## src/rtl/mm_bank_rd_seq.sv

```systemverilog
// Skewed burst read sequencer for the banked M10K operand store.
// Lane i trails lane 0 by i cycles so data lands as a diagonal wavefront.
module mm_bank_rd_seq #(
  parameter int N_BANKS        = 16,
  parameter int W              = 8,
  parameter int DEPTH_PER_BANK = 1024,
  parameter int AW             = $clog2(DEPTH_PER_BANK),
  parameter int RD_LAT         = 1
) (
  input  logic                           clk,
  input  logic                           rst_n,
  input  logic                           start,
  input  logic [AW-1:0]                  base_addr,
  input  logic [AW:0]                    k_len,
  output logic                           busy,
  output logic                           done,
  output logic [N_BANKS-1:0]             bank_en,
  output logic [N_BANKS-1:0][AW-1:0]     bank_addr,
  input  logic [N_BANKS-1:0][W-1:0]      bank_dout,
  output logic [N_BANKS-1:0]             feed_valid,
  output logic [N_BANKS-1:0][W-1:0]      feed_data
);

  localparam int TW = $clog2(DEPTH_PER_BANK + N_BANKS) + 1;

  typedef enum logic [1:0] {
    S_IDLE,
    S_RUN,
    S_DRAIN,
    S_FIN
  } state_t;

  state_t state, state_nxt;

  logic [TW-1:0] t, t_nxt, t_last;
  logic [AW-1:0] base_q, base_nxt;
  logic [AW:0]   len_q, len_nxt;

  logic [N_BANKS-1:0]            en_nxt;
  logic [N_BANKS-1:0][AW-1:0]    addr_nxt;
  logic [N_BANKS-1:0][TW-1:0]    off;
  logic [RD_LAT-1:0][N_BANKS-1:0] vpipe;

  // Last t of the run: lane N_BANKS-1 issues its final read here.
  assign t_last = TW'(len_q) + TW'(N_BANKS) - TW'(2);

  always_comb begin
    state_nxt = state;
    t_nxt     = t;
    base_nxt  = base_q;
    len_nxt   = len_q;
    unique case (state)
      S_IDLE: begin
        if (start) begin
          if (k_len != '0) begin
            state_nxt = S_RUN;
            t_nxt     = '0;
            base_nxt  = base_addr;
            len_nxt   = k_len;
          end else begin
            state_nxt = S_FIN;
          end
        end
      end
      S_RUN: begin
        if (t == t_last) begin
          state_nxt = S_DRAIN;
          t_nxt     = '0;
        end else begin
          t_nxt = t + 1'b1;
        end
      end
      S_DRAIN: begin
        if (t == TW'(RD_LAT - 1)) begin
          state_nxt = S_FIN;
        end else begin
          t_nxt = t + 1'b1;
        end
      end
      S_FIN: begin
        state_nxt = S_IDLE;
      end
      default: begin
        state_nxt = S_IDLE;
      end
    endcase
  end

  // Enables are precomputed from next-cycle t so they leave a register.
  always_comb begin
    en_nxt   = '0;
    addr_nxt = bank_addr;
    off      = '0;
    for (int i = 0; i < N_BANKS; i++) begin
      off[i]    = t_nxt - TW'(i);
      en_nxt[i] = (state_nxt == S_RUN)
                  && (t_nxt >= TW'(i))
                  && (off[i] < TW'(len_nxt));
      if (en_nxt[i]) begin
        addr_nxt[i] = base_nxt + off[i][AW-1:0];
      end
    end
  end

  always_ff @(posedge clk) begin
    if (!rst_n) begin
      state     <= S_IDLE;
      t         <= '0;
      base_q    <= '0;
      len_q     <= '0;
      bank_en   <= '0;
      bank_addr <= '0;
    end else begin
      state     <= state_nxt;
      t         <= t_nxt;
      base_q    <= base_nxt;
      len_q     <= len_nxt;
      bank_en   <= en_nxt;
      bank_addr <= addr_nxt;
    end
  end

  always_ff @(posedge clk) begin
    if (!rst_n) begin
      vpipe <= '0;
    end else begin
      vpipe[0] <= bank_en;
      for (int k = 1; k < RD_LAT; k++) begin
        vpipe[k] <= vpipe[k-1];
      end
    end
  end

  assign feed_valid = vpipe[RD_LAT-1];

  always_comb begin
    feed_data = '0;
    for (int i = 0; i < N_BANKS; i++) begin
      if (feed_valid[i]) begin
        feed_data[i] = bank_dout[i];
      end
    end
  end

  assign busy = (state != S_IDLE);
  assign done = (state == S_FIN);

endmodule

```

## config.mk

```make
export PLATFORM = sky130hd
export DESIGN_NAME = mm_bank_rd_seq
export DESIGN_NICKNAME = d
export VERILOG_FILES = /design/src/rtl/mm_bank_rd_seq.sv
export SDC_FILE = /design/constraint.sdc
export NUM_CORES = 1
export LEC_CHECK = 0
export CAP_MARGIN = 20
export CORE_ASPECT_RATIO = 0.6
export CORE_MARGIN = 4
export CORE_UTILIZATION = 45
export DETAILED_ROUTE_END_ITERATION = 6
export GPL_ROUTABILITY_DRIVEN = 1
export GPL_TIMING_DRIVEN = 0
export PLACE_DENSITY = 0.76
export SETUP_SLACK_MARGIN = 0.02
export SYNTH_ARGS = -nofsm -noshare
export SYNTH_HDL_FRONTEND = slang
export SYNTH_SLANG_ARGS = --single-unit
```

## constraint.sdc

```tcl
create_clock -name clk -period 6.4 [get_ports clk]
set_clock_uncertainty 0.15 [all_clocks]
set_input_delay 1.6 -clock clk [delete_from_list [all_inputs] [get_ports clk]]
set_output_delay 1.6 -clock clk [all_outputs]
set_load 0.01 [all_outputs]
```

==> impl_summary.log <==
INFO  metric cts_num_sinks = roughly 230
INFO  metric port_buffers = 472
INFO  metric initial_utilization = a little under half
INFO  metric timing.critical_path.to = bank_addr[46]
INFO  metric total_design_power = between 4 and 5 mW
INFO  metric worst_reg2reg_endpoint = bank_addr[46]
INFO  metric postRouteWirelength = between 90,000 and 100,000 um
INFO  metric source_of_the_critical_timing_path = len_q[2]
INFO  metric clkSlewWorstSetupHoldPaths = approximately 0.060 ns
INFO  metric ys.flop_type = dfxtp_1
INFO  metric synth.lib_cells_used.distinct = 101
INFO  metric ratio_of_cells_with_drive_above_1_in_the_final_layout = a little under an eighth
INFO  metric die_height = around 170 um
INFO  metric groute.usage.overall = 36.7%
INFO  metric instances_no_fill = between 3,000 and 4,000
INFO  metric post-route-worst-setup-slack = ~0.15 ns
INFO  metric synth_edf_count = 0
INFO  metric startpoint_type = register
INFO  metric ff_latch_area = approximately 4600 um2
INFO  metric timing.hold.worst_path_depth = 1
INFO  metric power.ir.vdd_worst = roughly 0.15 mV
INFO  metric power_density = 169 nW/um2
INFO  metric dp_slack = -2.66 ns
INFO  metric wl_per_cell = 26.0 um
INFO  metric grt_first_pass_wirelength = 132,000 um
INFO  metric min_path_type = reg -> reg
INFO  metric fin_setup_tns = 0 ns
INFO  metric worst-setup-path-type = reg -> reg
INFO  metric critical_path_required = between 6 and 7 ns
INFO  metric core_area = between 40,000 and 50,000 um2
INFO  metric critical_path.reg2reg.startpoint = len_q[2]
INFO  metric fp.dieArea = 47,800 um2
INFO  metric rr_worst_depth = 26
INFO  metric crit_top_cell = buf_4
INFO  metric cts-htree-levels = 1
INFO  metric worst_ep_arrival_time = ~6.5 ns
INFO  metric fp-row-count = 59
INFO  metric cts.path.max_buffers = 3
INFO  metric post-route-drc-count = 0
INFO  metric post_detailed_route_via_to_cell_ratio = ~6.0
INFO  metric finalMaxSlewViolations = 0
INFO  metric tritoncts = yes
INFO  metric dieWidth = 280 um
INFO  metric final.min_clock_period = 6.25 ns
INFO  metric grt-ovfl-total = 0
INFO  metric setup_viol = 0
INFO  metric critical_path.max_stage_delay = 0.39 ns
INFO  metric drv_cap = 0
INFO  metric timing.slew.headroom = roughly 18%
INFO  metric worst_setup_path_end_kind = register
INFO  metric drtPass1Iterations = 6
INFO  metric grt_pass1_vias = 20,700
INFO  metric fillCellCount = approximately 3,700
INFO  metric critical_path.n_buffers_inverters = 7
INFO  metric multiInputGateArea = 15,600 um2
INFO  metric synth.cell_area = between 15,000 and 20,000 um2
INFO  metric area_delta_synth_final = 41.1%
INFO  metric dr.first_iter.drc_count = roughly 2,100
INFO  metric dp.cells = ~3,500
INFO  metric timing.hold.worst.start = bank_en[15]
INFO  metric dr_total_vias = approximately 21,000
INFO  metric drtAntennaViolNets = 0
INFO  metric gp_routability_congestion = 0.994
INFO  metric grt_max_degree = 18
INFO  metric critical-path-slowest-cell = a2111oi_2
INFO  metric maximum_fanout_along_the_worst_path = 9
INFO  metric highest_clock_rate = 160 MHz
INFO  metric post_synth.cell_area_avg = ~8.3 um2
INFO  metric layout.core_utilization = 64.6%
INFO  metric postSynth.asyncResetShare = 0%
INFO  metric synth.net_count = 2,830
INFO  metric synth-seq-cells = about 230
INFO  metric postCtsHoldBufs = 0
INFO  metric yosys_warnings = 0
INFO  metric ys_seq_area_share = about 23%
INFO  metric place.detailed.hpwl = 73,100 um
INFO  metric rsz0062_at_grt = true
INFO  metric synthesis.instances = around 2,400
INFO  metric p_leak = ~12 nW
INFO  metric worstSkewPairLatency = approximately 0.56 ns
INFO  metric crit_family = simple AND/OR/NAND/NOR gates
INFO  metric antenna_violations_before_repair = 1
INFO  metric outcome = finished clean
INFO  metric reg2reg_slack = between 0.1 and 0.15 ns
INFO  metric root_buffer = clkbuf_16
INFO  metric crit_cells = 26
INFO  metric final_hold_viol_count = 0
INFO  metric finalNetCount = ~3,400
INFO  metric tightestPinTransition = roughly 1.2 ns
INFO  metric min_period_over_period = 97.7%
INFO  metric design.portCount = 474
INFO  metric cts_made_buffers = 23
## sequential cells by signal, summed over array words and instances (netlist names)
register    cells
bank_addr     160
bank_en        16
feed_valid     16
t              12
len_q          11
base_q         10
state           2
## worst min-delay path by stage
stage	end	slack, ns
2_1_floorplan	bank_addr[60]	0.33
3_3_place_gp	feed_valid[10]	0.29
3_5_place_dp	feed_valid[10]	0.30
4_1_cts	feed_valid[10]	0.31
5_1_grt	bank_addr[13]	0.33
6_report	feed_valid[15]	0.31
## Yosys cell counts (25+ instances only)
master	n	area, um2
xnor2_1	174	1520
nand2_1	246	923
nor2b_1	38	238
nor3_1	44	220
clkbuf_1	59	221
nor2_1	167	627
a21o_1	56	420
a21oi_1	159	796
inv_1	56	210
nand2b_1	27	169
and2_1	167	1040
nand3_1	69	345
o21a_1	28	210
mux2i_1	122	1220
ha_1	271	3390
dfxtp_1	227	4540
o21ai_0	100	500
xor2_1	76	666
buf_2	25	125
## per-stage QoR
step | hold slack [ns] | cell area (um2)
after floorplan | 0.329 | 19900
after global placement | 0.289 | 25400
after detailed placement | 0.296 | 25900
after CTS | 0.311 | 27600
after global routing | 0.325 | 28100
final | 0.313 | 28100
## cells by family (layout without fill, tap and decap cells)
family | count (synthesis) | count (layout) | share of synthesized area (%)
AO/OA/AOI/OAI | 508 | 508 | 17.0
buffers and inverters | 159 | 760 | 3.27
flip-flops | 227 | 227 | 22.8
multiplexers | 123 | 123 | 6.18
XOR/XNOR | 260 | 260 | 12.1
other | 0 | 1 | 0
AND/OR/NAND/NOR | 851 | 851 | 21.3
adder cells (fa/ha/maj) | 275 | 275 | 17.4
## cell type report
cell class / count / area share, %
diodes: 1 / 0.00890
plain buffers: 90 / 1.95
clock buffers: 32 / 2.38
clock inverters: 7 / 0.165
inverters: 60 / 0.885
multi-input cells: 2017 / 55.5
flip-flops and latches: 227 / 16.2
well taps: 579 / 2.58
repair buffers: 571 / 20.4
## where the power goes
group / switching [mW] / internal [mW]
registers: 0.0289 / 1.44
logic: 1.11 / 0.830
clock network: 0.614 / 0.730
## worst reg2reg max path, stage by stage, from the launching register on
cell and delay (ns):
dfxtp_4 0.37, inv_1 0.05, ha_1 0.22, nor2b_4 0.16
nor4_4 0.38, buf_4 0.18, mux2i_2 0.22, or2_4 0.17
nand4_1 0.17, buf_6 0.22, a32oi_4 0.32, buf_6 0.24
ha_4 0.22, clkinvlp_4 0.16, nor2_4 0.23, nand2_1 0.14
xnor2_2 0.25, ha_1 0.29, and4_1 0.24, a2111oi_2 0.40
a21oi_1 0.13, nor4_2 0.32, o211ai_1 0.33, buf_4 0.24
buf_4 0.13, mux2i_1 0.13, nor2_1 0.05
## routing by layer
metal  global-route usage, %  vias up  wire, um
li1                        -     9672         -
met1                    49.4    10200     39500
met2                    55.2     1214     38800
met3                    12.2      222     11100
met4                    12.7        0      3710
met5                       0        -         0
## cells in the final DEF, fill, tap and decap left out, types with 10 or more instances in the layout
master             n
a211oi_1          11
clkbuf_1          39
dfxtp_1          224
a21oi_2           10
nand2b_1          25
a21oi_1          145
a31oi_1           17
nand2_1          242
o21a_1            27
buf_2             18
buf_6             15
nor2b_1           36
clkbuf_16         23
o21bai_1          11
clkbuf_8          10
xnor2_1          163
or3_1             12
nand3_1           69
nor2_1           163
o21ai_0           96
mux2i_1          114
a21o_1            56
nor3_1            38
buf_4             87
xor2_1            70
inv_1             51
and2_1           166
nand4_1           16
clkdlybuf4s50_1  460
o211ai_1          10
ha_1             262
## what timing repair did
item                       CTS  global route
gates cloned                 2             1
setup endpoints to repair  176           175
buffers inserted            45            30
resized for setup          176            97
pin swaps                   23            24
(Power assumes the default switching activity.)
